## src/rtl/vgc_timing.sv

```systemverilog
// ---------------------------------------------------------------------------
// vgc_timing - raster timing generator feeding the VGC pixel/fetch stage.
//
// Divides clk_vid into the pixel enable ce_pix, runs the H/V raster counters,
// registers the sync/blank/VBL decodes and produces frame-derived ticks for
// the interrupt block plus a coherent H/V snapshot for CPU readback.
//
// Ports:
//   clk_vid    in   1   video clock
//   reset      in   1   synchronous, active-high reset
//   ce_pix     out  1   pixel enable, one clk_vid cycle every CE_DIV
//   H          out  10  horizontal pixel counter
//   V          out  9   vertical line counter
//   hsync      out  1   active-high horizontal sync
//   vsync      out  1   active-high vertical sync
//   hblank     out  1   H >= H_VIS
//   vblank     out  1   V >= V_VIS
//   vbl_status out  1   V >= VBL_LINE
//   frame_cnt  out  8   free-running frame counter
//   qsec_tick  out  1   one-cycle quarter-second pulse
//   sec_tick   out  1   one-cycle one-second pulse
//   snap_req   in   1   one-cycle CPU counter-latch request
//   snap_H     out  10  latched H
//   snap_V     out  9   latched V
//   snap_valid out  1   one-cycle pulse when snap_H/snap_V are updated
// ---------------------------------------------------------------------------
module vgc_timing #(
    parameter int CE_DIV          = 2,
    parameter int H_TOTAL         = 914,
    parameter int V_TOTAL         = 262,
    parameter int H_VIS           = 704,
    parameter int V_VIS           = 224,
    parameter int HS_START        = 736,
    parameter int HS_WIDTH        = 64,
    parameter int VS_START        = 234,
    parameter int VS_WIDTH        = 3,
    parameter int VBL_LINE        = 208,
    parameter int FRAMES_PER_QSEC = 15
) (
    input  logic       clk_vid,
    input  logic       reset,
    output logic       ce_pix,
    output logic [9:0] H,
    output logic [8:0] V,
    output logic       hsync,
    output logic       vsync,
    output logic       hblank,
    output logic       vblank,
    output logic       vbl_status,
    output logic [7:0] frame_cnt,
    output logic       qsec_tick,
    output logic       sec_tick,
    input  logic       snap_req,
    output logic [9:0] snap_H,
    output logic [8:0] snap_V,
    output logic       snap_valid
);

    localparam int DIV_W = (CE_DIV > 2) ? $clog2(CE_DIV) : 1;
    localparam int Q_W   = (FRAMES_PER_QSEC > 2) ? $clog2(FRAMES_PER_QSEC) : 1;

    localparam logic [DIV_W-1:0] DIV_LAST = DIV_W'(CE_DIV - 1);
    localparam logic [Q_W-1:0]   Q_LAST   = Q_W'(FRAMES_PER_QSEC - 1);
    localparam logic [9:0]       H_LAST   = 10'(H_TOTAL - 1);
    localparam logic [8:0]       V_LAST   = 9'(V_TOTAL - 1);

    // Half-open window test [lo, lo+width) done in int so lo+width cannot wrap.
    function automatic logic in_window(input int val, input int lo, input int width);
        return (val >= lo) && (val < lo + width);
    endfunction

    logic [DIV_W-1:0] r_div;
    logic             r_ce;
    logic [9:0]       r_h;
    logic [8:0]       r_v;
    logic             r_hsync;
    logic             r_vsync;
    logic             r_hblank;
    logic             r_vblank;
    logic             r_vbl;
    logic [7:0]       r_frame;
    logic [Q_W-1:0]   r_qcnt;
    logic [1:0]       r_scnt;
    logic             r_qsec;
    logic             r_sec;
    logic [9:0]       r_snap_h;
    logic [8:0]       r_snap_v;
    logic             r_snap_valid;

    logic       w_div_last;
    logic       w_h_wrap;
    logic       w_v_wrap;
    logic [9:0] w_h_next;
    logic [8:0] w_v_next;
    logic       w_frame_wrap;
    logic       w_q_wrap;
    logic       w_hsync_next;
    logic       w_vsync_next;
    logic       w_hblank_next;
    logic       w_vblank_next;
    logic       w_vbl_next;

    // Next raster position, wrap detection and decodes of the next position.
    always_comb begin
        w_div_last   = (r_div == DIV_LAST);
        w_h_wrap     = (r_h == H_LAST);
        w_v_wrap     = (r_v == V_LAST);
        w_h_next     = 10'd0;
        w_v_next     = r_v;
        if (w_h_wrap) begin
            w_h_next = 10'd0;
            if (w_v_wrap) begin
                w_v_next = 9'd0;
            end else begin
                w_v_next = r_v + 9'd1;
            end
        end else begin
            w_h_next = r_h + 10'd1;
            w_v_next = r_v;
        end
        w_frame_wrap  = r_ce & w_h_wrap & w_v_wrap;
        w_q_wrap      = (r_qcnt == Q_LAST);
        w_hsync_next  = in_window(int'(w_h_next), HS_START, HS_WIDTH);
        w_vsync_next  = in_window(int'(w_v_next), VS_START, VS_WIDTH);
        w_hblank_next = (int'(w_h_next) >= H_VIS);
        w_vblank_next = (int'(w_v_next) >= V_VIS);
        w_vbl_next    = (int'(w_v_next) >= VBL_LINE);
    end

    // Pixel-enable divider; ce_pix is high the cycle after the divider's last count.
    always_ff @(posedge clk_vid) begin
        if (reset) begin
            r_div <= '0;
            r_ce  <= 1'b0;
        end else begin
            r_div <= w_div_last ? '0 : r_div + DIV_W'(1);
            r_ce  <= w_div_last;
        end
    end

    // Raster counters and their decodes, all updated together on ce_pix.
    always_ff @(posedge clk_vid) begin
        if (reset) begin
            r_h      <= 10'd0;
            r_v      <= 9'd0;
            r_hsync  <= 1'b0;
            r_vsync  <= 1'b0;
            r_hblank <= 1'b0;
            r_vblank <= 1'b0;
            r_vbl    <= 1'b0;
        end else if (r_ce) begin
            r_h      <= w_h_next;
            r_v      <= w_v_next;
            r_hsync  <= w_hsync_next;
            r_vsync  <= w_vsync_next;
            r_hblank <= w_hblank_next;
            r_vblank <= w_vblank_next;
            r_vbl    <= w_vbl_next;
        end
    end

    // Frame counter and quarter/second tick chain; ticks share the frame_cnt update edge.
    always_ff @(posedge clk_vid) begin
        if (reset) begin
            r_frame <= 8'd0;
            r_qcnt  <= '0;
            r_scnt  <= 2'd0;
            r_qsec  <= 1'b0;
            r_sec   <= 1'b0;
        end else begin
            r_qsec <= w_frame_wrap & w_q_wrap;
            r_sec  <= w_frame_wrap & w_q_wrap & (r_scnt == 2'd3);
            if (w_frame_wrap) begin
                r_frame <= r_frame + 8'd1;
                r_qcnt  <= w_q_wrap ? '0 : r_qcnt + Q_W'(1);
                if (w_q_wrap) begin
                    r_scnt <= r_scnt + 2'd1;
                end
            end
        end
    end

    // CPU snapshot: captures the H/V visible in the request cycle (pre-update value).
    always_ff @(posedge clk_vid) begin
        if (reset) begin
            r_snap_h     <= 10'd0;
            r_snap_v     <= 9'd0;
            r_snap_valid <= 1'b0;
        end else begin
            r_snap_valid <= snap_req;
            if (snap_req) begin
                r_snap_h <= r_h;
                r_snap_v <= r_v;
            end
        end
    end

    assign ce_pix     = r_ce;
    assign H          = r_h;
    assign V          = r_v;
    assign hsync      = r_hsync;
    assign vsync      = r_vsync;
    assign hblank     = r_hblank;
    assign vblank     = r_vblank;
    assign vbl_status = r_vbl;
    assign frame_cnt  = r_frame;
    assign qsec_tick  = r_qsec;
    assign sec_tick   = r_sec;
    assign snap_H     = r_snap_h;
    assign snap_V     = r_snap_v;
    assign snap_valid = r_snap_valid;

endmodule

```

## config.mk

```make
export PLATFORM = sky130hd
export DESIGN_NAME = vgc_timing
export DESIGN_NICKNAME = d
export VERILOG_FILES = /design/src/rtl/vgc_timing.sv
export SDC_FILE = /design/constraint.sdc
export NUM_CORES = 1
export LEC_CHECK = 0
export ABC_AREA = 1
export BUFFER_PORTS_ARGS = -buffer_cell sky130_fd_sc_hd__buf_2
export CAP_MARGIN = 20
export CELL_PAD_IN_SITES_DETAIL_PLACEMENT = 1
export CELL_PAD_IN_SITES_GLOBAL_PLACEMENT = 1
export CORE_MARGIN = 2
export CORE_UTILIZATION = 39
export DETAILED_ROUTE_END_ITERATION = 8
export PLACE_DENSITY = 0.86
export SETUP_SLACK_MARGIN = 0.3
export SLEW_MARGIN = 20
export SYNTH_ARGS = -nofsm -noshare
export SYNTH_HDL_FRONTEND = slang
export SYNTH_SLANG_ARGS = --single-unit
export TNS_END_PERCENT = 5
```

## constraint.sdc

```tcl
create_clock -name clk_vid -period 2.04 [get_ports clk_vid]
set_clock_uncertainty 0.05 [all_clocks]
set_input_delay 0.408 -clock clk_vid [delete_from_list [all_inputs] [get_ports clk_vid]]
set_output_delay 0.408 -clock clk_vid [all_outputs]
set_load 0.005 [all_outputs]
```

---- Yosys cells after proc, flatten, opt, wreduce, memory -nomap -nowiden ----
Cells that the tools add are included.
word-level totals
  output and inout port bits .............. 55
  bits in registers ....................... 62
  input port bits ......................... 3
  logic and storage cells ................. 46
cells by class
  $lt $le $gt $ge ......................... 7
  add/sub/neg operators ................... 6
  eq/ne operators ......................... 4
  mux-type cells .......................... 4
  reductions and logical operators ........ 4
  bitwise operators ....................... 4
operators with widths
  kind                                                                           number
  9-bit by 8-bit >= comparator with 1-bit output (second input constant)         3
  10-bit >= comparator (second input constant)                                   2
  9-bit 2-to-1 mux                                                               2
  10-bit by 1-bit adder with 10-bit output (second input constant)               1
  10-bit == test (second input constant)                                         1
  10-bit less-than comparator (second input constant)                            1
  10-bit 2-to-1 mux                                                              1
  9-bit by 1-bit adder with 9-bit output (second input constant)                 1
  9-bit == test (second input constant)                                          1
  9-bit by 8-bit less-than comparator with 1-bit output (second input constant)  1
  8-bit by 1-bit adder with 8-bit output (second input constant)                 1
  4-bit by 1-bit adder with 4-bit output (second input constant)                 1
  1-bit AND                                                                      4
  4-bit == test (second input constant)                                          1
  4-bit 2-to-1 mux                                                               1
  2-bit by 1-bit adder with 2-bit output (second input constant)                 1
  2-bit == test (second input constant)                                          1
  1-bit logical AND                                                              2
  2-bit AND reduction                                                            1
  2-bit OR reduction                                                             1
  1-bit adder (second input constant)                                            1

---- Depth between registers and ports, before layout ----
Gate-level depths: netlist of run 1.
  depth in word-level cells ............... 5
  mapped depth ............................ 14
  mapped depth without buffers ............ 14

---- Worst setup path before layout of run 1 ----
Ideal clock, no wire load.
  path kind ............................... reg-to-reg
  from .................................... register r_h[0] (netlist: H[0])
  to ...................................... register r_frame[7] (netlist: frame_cnt[7])
  period minus slack after synthesis ...... 1.777 ns
  arrival time ............................ 1.612 ns
  required time ........................... 1.875 ns
  cell stages (with the launch flop) ...... 14
  path buffers ............................ 1
  setup time .............................. 0.115 ns
  slack ................................... 0.263 ns
  cell sequence ........................... dfxtp_1 -> ha_1 -> nand2_1 -> nor2_2 -> nand2_2 -> nor2_4 -> nand3_2 -> buf_6 -> nor2_8 -> nand2_4 -> nor2_4 -> nand3_1 -> nand2_1 -> nor2_1
on the way
  cells in the longest elaborated chain, start to end .. 3
RTL lines
  item                    RTL line  RTL
  from (decl)             74        logic [9:0] r_h;
  from (signal assigned)  152       r_h <= w_h_next;
  10-bit == test          106       w_h_wrap = (r_h == H_LAST);
  1-bit AND (2 in a row)  121       w_frame_wrap = r_ce & w_h_wrap & w_v_wrap;
  to (signal assigned)    174       r_frame <= r_frame + 8'd1;
  to (decl)               81        logic [7:0] r_frame;
No other way between the ends.
A chain may end at the register's enable or synchronous reset.

---- Worst setup path after layout of run 1 ----
  from .................................... register r_h[5] (netlist: H[5])
  to ...................................... register r_hsync (netlist: hsync)
on the way
  cells in the longest elaborated chain, start to end .. 4
  elaborated cells between the ends (all ways) .. 6
  classes of those cells .................. add/sub (1); order compare (2); eq/ne (1); mux (1); reduce/logical (1)
RTL lines
  item                                                                               RTL line  RTL
  10-bit by 1-bit adder with 10-bit output / 10-bit == test (equally long branches)  118, 106
  10-bit 2-to-1 mux *                                                                110       if (w_h_wrap) begin
  10-bit >= comparator / 10-bit less-than comparator (equally long branches)         69        return (val >= lo) && (val < lo + width);
  1-bit logical AND *                                                                69
  to (signal assigned)                                                               154       r_hsync <= w_hsync_next;
  to (decl)                                                                          76        logic r_hsync;
Mark *: on every way between the ends. The rest lies on a longest branch, timed or not.

==> run metrics, run 1 <==
CP required about 2.3 ns; area delta synth->final 40.0%; fillers 945; area share of the largest cell type after synthesis 0.420; Power Dens Cells slightly below 700 mW/mm^2; clk_lat worst skew 0.35 ns; I/O pins 58; Yosys warnings 0; register area roughly 0.0013 mm^2; Clock Tree Buf Depth 2; IO Port Bufs 57; Die Ht slightly above 90 um; worst vdd ir ~0.00035 V; die area just over 0.008 mm^2; GRT overflow 0; pre-CTS setup slack 0.00322 ns; final setup margin around 0.12 ns; largest net degree at the start of global routing 28; leak pwr between 0.0015 and 0.002 uW; setup tns final 0 ns; WP data arrival approximately 2.2 ns; CTS buffer count 9; DR pass1 iterations 4; post-synthesis net count about 420; Cell Area, Synth 0.00296 mm^2; Post-Syn Instances between 400 and 500; FP Rows 31; Primary FF master, synth dfxtp_1; global-route wire length before repair between 15 and 20 mm; CTS tree built; status complete, no violations; Worst Hold Class flip-flop to flip-flop; CP Class flip-flop to flip-flop; post-route ant nets 0; routed length per placed instance between 20 and 25 um; Avg Synthesized Cell Area approximately 7.1 um^2; initial antenna violation count 0; top cells by area, synth dfxtp_1, nand2_1, nor2_1, o21ai_0, inv_1; multi-input logic area roughly 0.0017 mm^2; top-count cell post-synth nand2_1; final slew viol count 0; Seq cells post-synth 62; final-report hold violation count 0; RSZ-0062 raised after global routing true; Max-cap violations 0; register area share after synthesis 0.420; crit-path max FO 9; vias per cell about 5.5; CTS H-Tree Depth 3; Yosys cell types 38; cell taking the most area after synthesis dfxtp_1; total clock sinks 62; Setup crit end kind flip-flop; initial drt markers roughly 200; total number of vias ~3400; fin nets 519; Starting Density 0.406; # DRC 0; Post-synth EDFFs 0; Post-synth ARST share 0; slew margin rel. 0.677; most instantiated cells after synthesis nand2_1, dfxtp_1, nor2_1; period utilization 0.941; die width 91.1 um; clock root buffer clkbuf_8; DP Wirelength 6.61 mm; vias in the first global route around 3400; clk slew on worst S/H paths ~0.080 ns; post-layout minimum cycle time roughly 1.9 ns; WL final ~12 mm; Worst Tran Pin Value ~0.48 ns; all-layer global routing usage 0.257; GP Congestion approximately 0.87; FMAX roughly 520 MHz; layout cell share with drive strength beyond 1 0.379; Core ar. 0.00729 mm^2; Setup violations, final 0; ANT cells 0; Critical Path Start Type flip-flop
[through the flow]
step	power (uW)	util	instances	instance area, um^2	hold WS, ns
after detailed placement	1610	0.474	574	3450	0.355
final	2790	0.568	614	4140	0.362
after global placement	1600	0.474	574	3450	0.353
after global routing	2880	0.568	614	4140	0.398
after floorplan	1480	-	414	2960	0.343
after CTS	2730	0.530	599	3860	0.366
[critical path, stage by stage (launching register included)]
cell and delay (ns):
dfxtp_2 0.38, buf_4 0.20, nand2_1 0.10, nor2_1 0.24
nand2_1 0.15, nand2_1 0.14, nand3_4 0.08, nand3b_1 0.16
nand2_1 0.11, nand3_2 0.09, a21oi_2 0.14
[routing by layer]
| layer | vias to the layer above | GRT usage | share of wire |
|---|---|---|---|
| met3 | 34 | 0.0465 | 0.053 |
| met4 | 0 | 0.109 | 0.031 |
| met5 | - | 0 | 0 |
| met2 | 142 | 0.454 | 0.49 |
| li1 | 1533 | - | - |
| met1 | 1665 | 0.306 | 0.42 |
[cell type report]
cell class              count  share of cell area
clock inverters             6              0.0148
clock buffers              10              0.0332
repair buffers            103               0.160
multi-input cells         282               0.411
well taps                  99              0.0299
inverters                  52              0.0471
flip-flops and latches     62               0.304
[path summary, 6_finish.rpt]
| path | slack, ns | cells past startpoint | from | endpoint |
|---|---|---|---|---|
| max | 0.12 | 10 | H[5]$_SDFFE_PP0P_ | hsync$_SDFFE_PP0P_ |
| min | 0.36 | 1 | r_div$_SDFF_PP0_ | r_div$_SDFF_PP0_ |
| max reg2reg | 0.12 | 10 | H[5]$_SDFFE_PP0P_ | hsync$_SDFFE_PP0P_ |
| min reg2reg | 0.36 | 1 | r_div$_SDFF_PP0_ | r_div$_SDFF_PP0_ |
[power by group]
group          switching, uW  leakage [uW]  internal, uW
Combinational            225       0.00126           139
Sequential              45.9      0.000511          1260
Clock                    527      0.000102           593
Total                    798       0.00188          1990
[kinds of logic (layout without fill, tap and decap cells)]
logic type	Yosys count	count (layout)	synth area share
AND/OR/NAND/NOR	180	181	0.276
buffers and inverters	71	171	0.0960
XOR/XNOR	6	6	0.0178
adder cells (fa/ha/maj)	6	6	0.0254
flip-flops	62	62	0.420
AO/OA/AOI/OAI	89	89	0.165
[timing repair]
item / in CTS / in global routing
resized for setup: 40 / 52
endpoints found under the setup margin: 28 / 28
cloned: 1 / 0
buffers inserted: 8 / 15
hold buffers: 0 / 0
pin swaps: 12 / 26
[registers in the layout, indices dropped and copies added, names as in the netlist]
signal and flops:
H 10, V 9, ce_pix 1, frame_cnt 8, hblank 1, hsync 1
qsec_tick 1, r_div 1, r_qcnt 4, r_scnt 2, sec_tick 1, snap_H 10
snap_V 9, snap_valid 1, vbl_status 1, vblank 1, vsync 1
[cells in the final DEF (no fill, tap or decap), types with 11 or more instances in the layout]
master    n
nor2_4   15
nand2_2  11
dfxtp_1  54
buf_4    38
nand2_1  67
a21oi_1  30
inv_1    44
nor2_1   44
o21ai_0  34
buf_2    57
No activity file was read; power rests on OpenSTA's default activity.
==> run 2, diff against run 1 <==
Settings changed: CORE_MARGIN 2 to unset.
==> run metrics, run 2 (synthesized netlist as in run 1, its figures left out) <==
WP data arrival 2.19 ns (was 2.16 ns); post-route ant nets 0 (unchanged); Clock Tree Buf Depth 2 (unchanged); vias in the first global route 3299 (was 3367); CP Cell Sequence inv_2 -> ha_4 -> nand2_4 -> nor2_4 -> nand3_4 -> buf_4 -> nand3_1 -> nand2_1 -> inv_1 -> nand2_1 -> nand2_1 -> nand3_1 -> a21oi_1 (was buf_4 -> nand2_1 -> nor2_1 -> nand2_1 -> nand2_1 -> nand3_4 -> nand3b_1 -> nand2_1 -> nand3_2 -> a21oi_2); Die Ht 89.1 um (was 91.1 um); final setup margin 0.0992 ns (was 0.121 ns); clock share of power 0.410 (was 0.401); DP Wirelength 6.76 mm (was 6.61 mm); P_int 1970 uW (was 1990 uW); Max-cap violations 0 (unchanged); Worst Tran Pin Value 0.420 ns (was 0.484 ns); slowest stage delay, CP 0.35 ns (was 0.38 ns); commonest non-fill, non-tap cell in the layout nand2_1 (unchanged); initial antenna violation count 0 (unchanged); FP Rows 31 (unchanged); worst vdd ir 0.000470 V (was 0.000345 V); Worst Hold Class flip-flop to flip-flop (unchanged); global-route wire length before repair 16.2 mm (was 16.9 mm); Flop pwr share 0.467 (was 0.468); FMAX 515 MHz (was 521 MHz); reg2reg setup slack 0.1 ns (was 0.12 ns); clock root buffer clkbuf_8 (unchanged); ANT cells 0 (unchanged); Net Sw Frac 0.296 (was 0.286); Core ar. 0.00729 mm^2 (unchanged); most frequent cells in the layout nand2_1, buf_2, dfxtp_1, nor2_1, inv_1 (was nand2_1, buf_2, dfxtp_1, inv_1, nor2_1); multi-input logic area 0.00163 mm^2 (was 0.00170 mm^2); die area 0.00794 mm^2 (was 0.00830 mm^2); CP required 2.29 ns (was 2.28 ns); CTS buffer count 9 (unchanged); CP Class flip-flop to flip-flop (unchanged); largest net degree at the start of global routing 25 (was 28); CP dominant cell by count nand2_1 (unchanged); Final Util 0.542 (was 0.568); Critical Path Start Type flip-flop (unchanged); CTS tree built (unchanged); fin nets 504 (was 519); Setup violations, final 0 (unchanged); hold buffers post-CTS 0 (unchanged); total number of vias 3273 (was 3374); layout cell share with drive strength beyond 1 0.332 (was 0.379); all-layer global routing usage 0.274 (was 0.257); register area 0.00125 mm^2 (was 0.00126 mm^2); Starting Density 0.406 (unchanged); slew margin rel. 0.720 (was 0.677); post-layout minimum cycle time 1.94 ns (was 1.92 ns); area delta synth->final 33.7% (was 40.0%); final slew viol count 0 (unchanged); RSZ-0062 raised after global routing true (unchanged); GRT overflow 0 (unchanged); IO Port Bufs 57 (unchanged); Setup crit end kind flip-flop (unchanged); status complete, no violations (unchanged); fillers 953 (was 945); initial drt markers 166 (was 195); total clock sinks 62 (unchanged); Sw Pwr 825 uW (was 798 uW); clk slew on worst S/H paths 0.08 ns (about the same); slowest CP cell dfxtp_2 (unchanged); die width 89.1 um (was 91.1 um); period utilization 0.951 (was 0.941); total power 2790 uW (about the same); routed length per placed instance 18.8 um (was 20.2 um); crit-path max FO 7 (was 9); pre-CTS setup slack -0.0185 ns (was 0.00322 ns); final-report hold violation count 0 (unchanged); CTS H-Tree Depth 3 (unchanged); vias per cell 5.46 (was 5.50); Gate power share 0.123 (was 0.131); WL final 11.2 mm (was 12.4 mm); # DRC 0 (unchanged); DR pass1 iterations 4 (unchanged); Power Dens Cells 706 mW/mm^2 (was 673 mW/mm^2); clk_lat worst skew 0.36 ns (was 0.35 ns); leak pwr 0.00182 uW (was 0.00188 uW); GP Congestion 0.904 (was 0.867); I/O pins 58 (unchanged)
run 2: changes by cell type in the layout (fill, tap and decap cells not counted), sizes merged:
cell / change
buf: -14
clkbuf: -1
clkinv: -1
inv: +2
nand3: -1
run 2: final timing paths:
path,startpoint,to,cells after the start
max,H[1]$_SDFFE_PP0P_,hsync$_SDFFE_PP0P_,13
min,r_div$_SDFF_PP0_,r_div$_SDFF_PP0_,1
max reg2reg,H[1]$_SDFFE_PP0P_,hsync$_SDFFE_PP0P_,13
min reg2reg,r_div$_SDFF_PP0_,r_div$_SDFF_PP0_,1
run 2: repair_timing:
item                       CTS  global route
setup endpoints to repair   28            27
gates resized for setup     35            34
buffers inserted             7             3
pin swaps                    7            15
run 2: stage by stage:
stage	cells	instance area (um^2)	hold WS [ns]	TNS, ns
floorplan	414	2960	0.343	0
global placement	573	3450	0.350	0
detailed placement	573	3450	0.361	-0.0185
CTS	596	3820	0.372	0
global route	599	3960	0.399	-0.0579
finish	599	3960	0.369	0
run 2: layout make-up:
type,instances,share of cell area
clock buffers,9,0.0313
flip-flops and latches,62,0.316
well taps,99,0.0313
repair buffers,89,0.138
inverters,52,0.0500
multi-input cells,281,0.413
clock inverters,7,0.0206
run 2: power by group through the flow:
stage	combinational, uW	clock [uW]	sequential, uW
floorplan	147	0	1330
global placement	275	0	1320
detailed placement	290	0	1320
global route	371	1210	1310
finish	342	1150	1300
CTS	308	1140	1300
run 2: critical path: cells and delay by family (launching register included):
kind | cells | cell delay [ns]
buf+inv | 3 | 0.42
simple gates | 8 | 0.77
flops | 1 | 0.35
compound gates | 1 | 0.12
fa+ha+maj | 1 | 0.17
run 2: per-layer routing:
metal | vias up | global-route usage | wire length (um)
li1 | 1499 | - | -
met1 | 1616 | 0.327 | 4630
met2 | 120 | 0.487 | 5560
met3 | 38 | 0.0656 | 614
met4 | 0 | 0.0851 | 434
met5 | - | 0 | 0
==> run 3, diff against run 2 <==
Settings changed: PLACE_DENSITY 0.86 to 0.89.
==> run metrics, run 3 (synthesized netlist as in run 1, its figures left out) <==
status complete, no violations (unchanged); slowest CP cell dfxtp_2 (unchanged); RSZ-0062 raised after global routing true (unchanged); FMAX 495 MHz (was 515 MHz); total power 3020 uW (was 2790 uW); CP dominant cell by count nand2_1 (unchanged); final-report hold violation count 0 (unchanged); CTS buffer count 9 (unchanged); Core ar. 0.00729 mm^2 (unchanged); design area 0.00393 mm^2 (was 0.00396 mm^2); Setup crit end kind flip-flop (unchanged); hold buffers post-CTS 0 (unchanged); vias per cell 5.55 (was 5.46); global-route wire length before repair 17.5 mm (was 16.2 mm); DP Wirelength 6.65 mm (was 6.76 mm); # DRC 0 (unchanged); fillers 952 (was 953); worst hold margin 0.368 ns (was 0.369 ns); setup tns final 0 ns (unchanged); multi-input logic area 0.00159 mm^2 (was 0.00163 mm^2); slowest stage delay, CP 0.38 ns (was 0.35 ns); total number of vias 3324 (was 3273); area delta synth->final 33.0% (was 33.7%); Power Dens Cells 768 mW/mm^2 (was 706 mW/mm^2); FP Rows 31 (unchanged); Worst Hold Class flip-flop to flip-flop (unchanged); post-layout minimum cycle time 2.02 ns (was 1.94 ns); period utilization 0.990 (was 0.951); CTS tree built (unchanged); Worst Tran Pin Value 0.504 ns (was 0.420 ns); leak pwr 0.00183 uW (was 0.00182 uW); die area 0.00794 mm^2 (unchanged); slew margin rel. 0.664 (was 0.720); placement-stage cell area 0.00341 mm^2 (was 0.00345 mm^2); initial antenna violation count 0 (unchanged); Clock Tree Buf Depth 2 (unchanged); WP data arrival 2.17 ns (was 2.19 ns); ANT cells 0 (unchanged); IO Port Bufs 57 (unchanged); GP Congestion 0.831 (was 0.904); Max-cap violations 0 (unchanged); clock root buffer clkbuf_8 (unchanged); vias in the first global route 3513 (was 3299); Critical Path Start Type flip-flop (unchanged); WL final 11.6 mm (was 11.2 mm); post-route ant nets 0 (unchanged); DR pass1 iterations 5 (was 4); initial drt markers 165 (was 166); Starting Density 0.406 (unchanged); CP required 2.19 ns (was 2.29 ns); most frequent cells in the layout nand2_1, buf_2, dfxtp_1, nor2_1, inv_1 (unchanged); hold path depth 1 (unchanged); total clock sinks 62 (unchanged); register area 0.00125 mm^2 (about the same); die width 89.1 um (unchanged); R2R depth 13 (unchanged); I/O pins 58 (unchanged); clk_lat worst skew 0.34 ns (was 0.36 ns); Die Ht 89.1 um (unchanged); worst vdd ir 0.000387 V (was 0.000470 V); CP Cell Sequence buf_4 -> ha_1 -> nand2_2 -> nor2_2 -> nand2_1 -> nand2_1 -> nand3_1 -> nand2_1 -> inv_1 -> nand2_1 -> nand2_1 -> nand3_1 -> a21oi_1 (was inv_2 -> ha_4 -> nand2_4 -> nor2_4 -> nand3_4 -> buf_4 -> nand3_1 -> nand2_1 -> inv_1 -> nand2_1 -> nand2_1 -> nand3_1 -> a21oi_1); GRT overflow 0 (unchanged); crit-path max FO 3 (was 7); commonest non-fill, non-tap cell in the layout nand2_1 (unchanged); CP Class flip-flop to flip-flop (unchanged); final slew viol count 0 (unchanged); clk slew on worst S/H paths 0.08 ns (about the same); layout cell share with drive strength beyond 1 0.308 (was 0.332); CTS H-Tree Depth 3 (unchanged); all-layer global routing usage 0.292 (was 0.274); largest net degree at the start of global routing 31 (was 25); routed length per placed instance 19.3 um (was 18.8 um); Setup violations, final 0 (unchanged); fin nets 504 (unchanged)
==> run 3: changes by cell type in the layout (fill, tap and decap cells not counted), sizes merged <==
cell	before	now
nand3	15	16
buf	89	88
clkinv	3	0
bufinv	1	3
inv	54	52
clkinvlp	1	0
clkbuf	9	13
==> run 3: per-stage QoR <==
| step | utilization | instances | worst slack [ns] |
|---|---|---|---|
| floorplan | - | 414 | 0.301 |
| global placement | 0.467 | 568 | 0.138 |
| detailed placement | 0.467 | 568 | -0.0570 |
| CTS | 0.531 | 599 | 0.187 |
| global route | 0.539 | 599 | -0.0323 |
| finish | 0.539 | 599 | 0.0207 |
==> run 3: final cells by class <==
class / count / share of cell area
well taps: 99 / 0.0315
clock inverters: 3 / 0.0229
flip-flops and latches: 62 / 0.318
multi-input cells: 282 / 0.403
inverters: 52 / 0.0503
repair buffers: 88 / 0.134
clock buffers: 13 / 0.0404
==> run 3: worst max-delay path: cells and delay by family, from the launching register on <==
family	cells	cell delay (ns)
buf+inv	2	0.22
simple gates	9	0.96
flops	1	0.38
compound gates	1	0.06
fa+ha+maj	1	0.20
==> run 3: power breakdown <==
group / leakage, uW / switching, uW / internal (uW)
Sequential: 0.000510 / 48.2 / 1260
Combinational: 0.00119 / 209 / 123
Clock: 0.000124 / 498 / 881
==> run 3: what timing repair did <==
action / CTS / global route
buffers inserted: 14 / 0
gates resized for setup: 33 / 18
endpoints found under the setup margin: 31 / 32
pin swaps: 11 / 10
cloned: 1 / 0
==> run 3: final timing paths <==
kind	start	endpoint	slack, ns
max	H[1]$_SDFFE_PP0P_	hsync$_SDFFE_PP0P_	0.02
min	r_div$_SDFF_PP0_	r_div$_SDFF_PP0_	0.37
max reg2reg	H[1]$_SDFFE_PP0P_	hsync$_SDFFE_PP0P_	0.02
min reg2reg	r_div$_SDFF_PP0_	r_div$_SDFF_PP0_	0.37
==> run 3: metal layers <==
| layer | wire, um | track usage | part of all wire |
|---|---|---|---|
| met5 | 0 | 0 | 0 |
| met3 | 598 | 0.0582 | 0.052 |
| met1 | 4900 | 0.342 | 0.42 |
| met2 | 5560 | 0.501 | 0.48 |
| met4 | 510 | 0.162 | 0.044 |
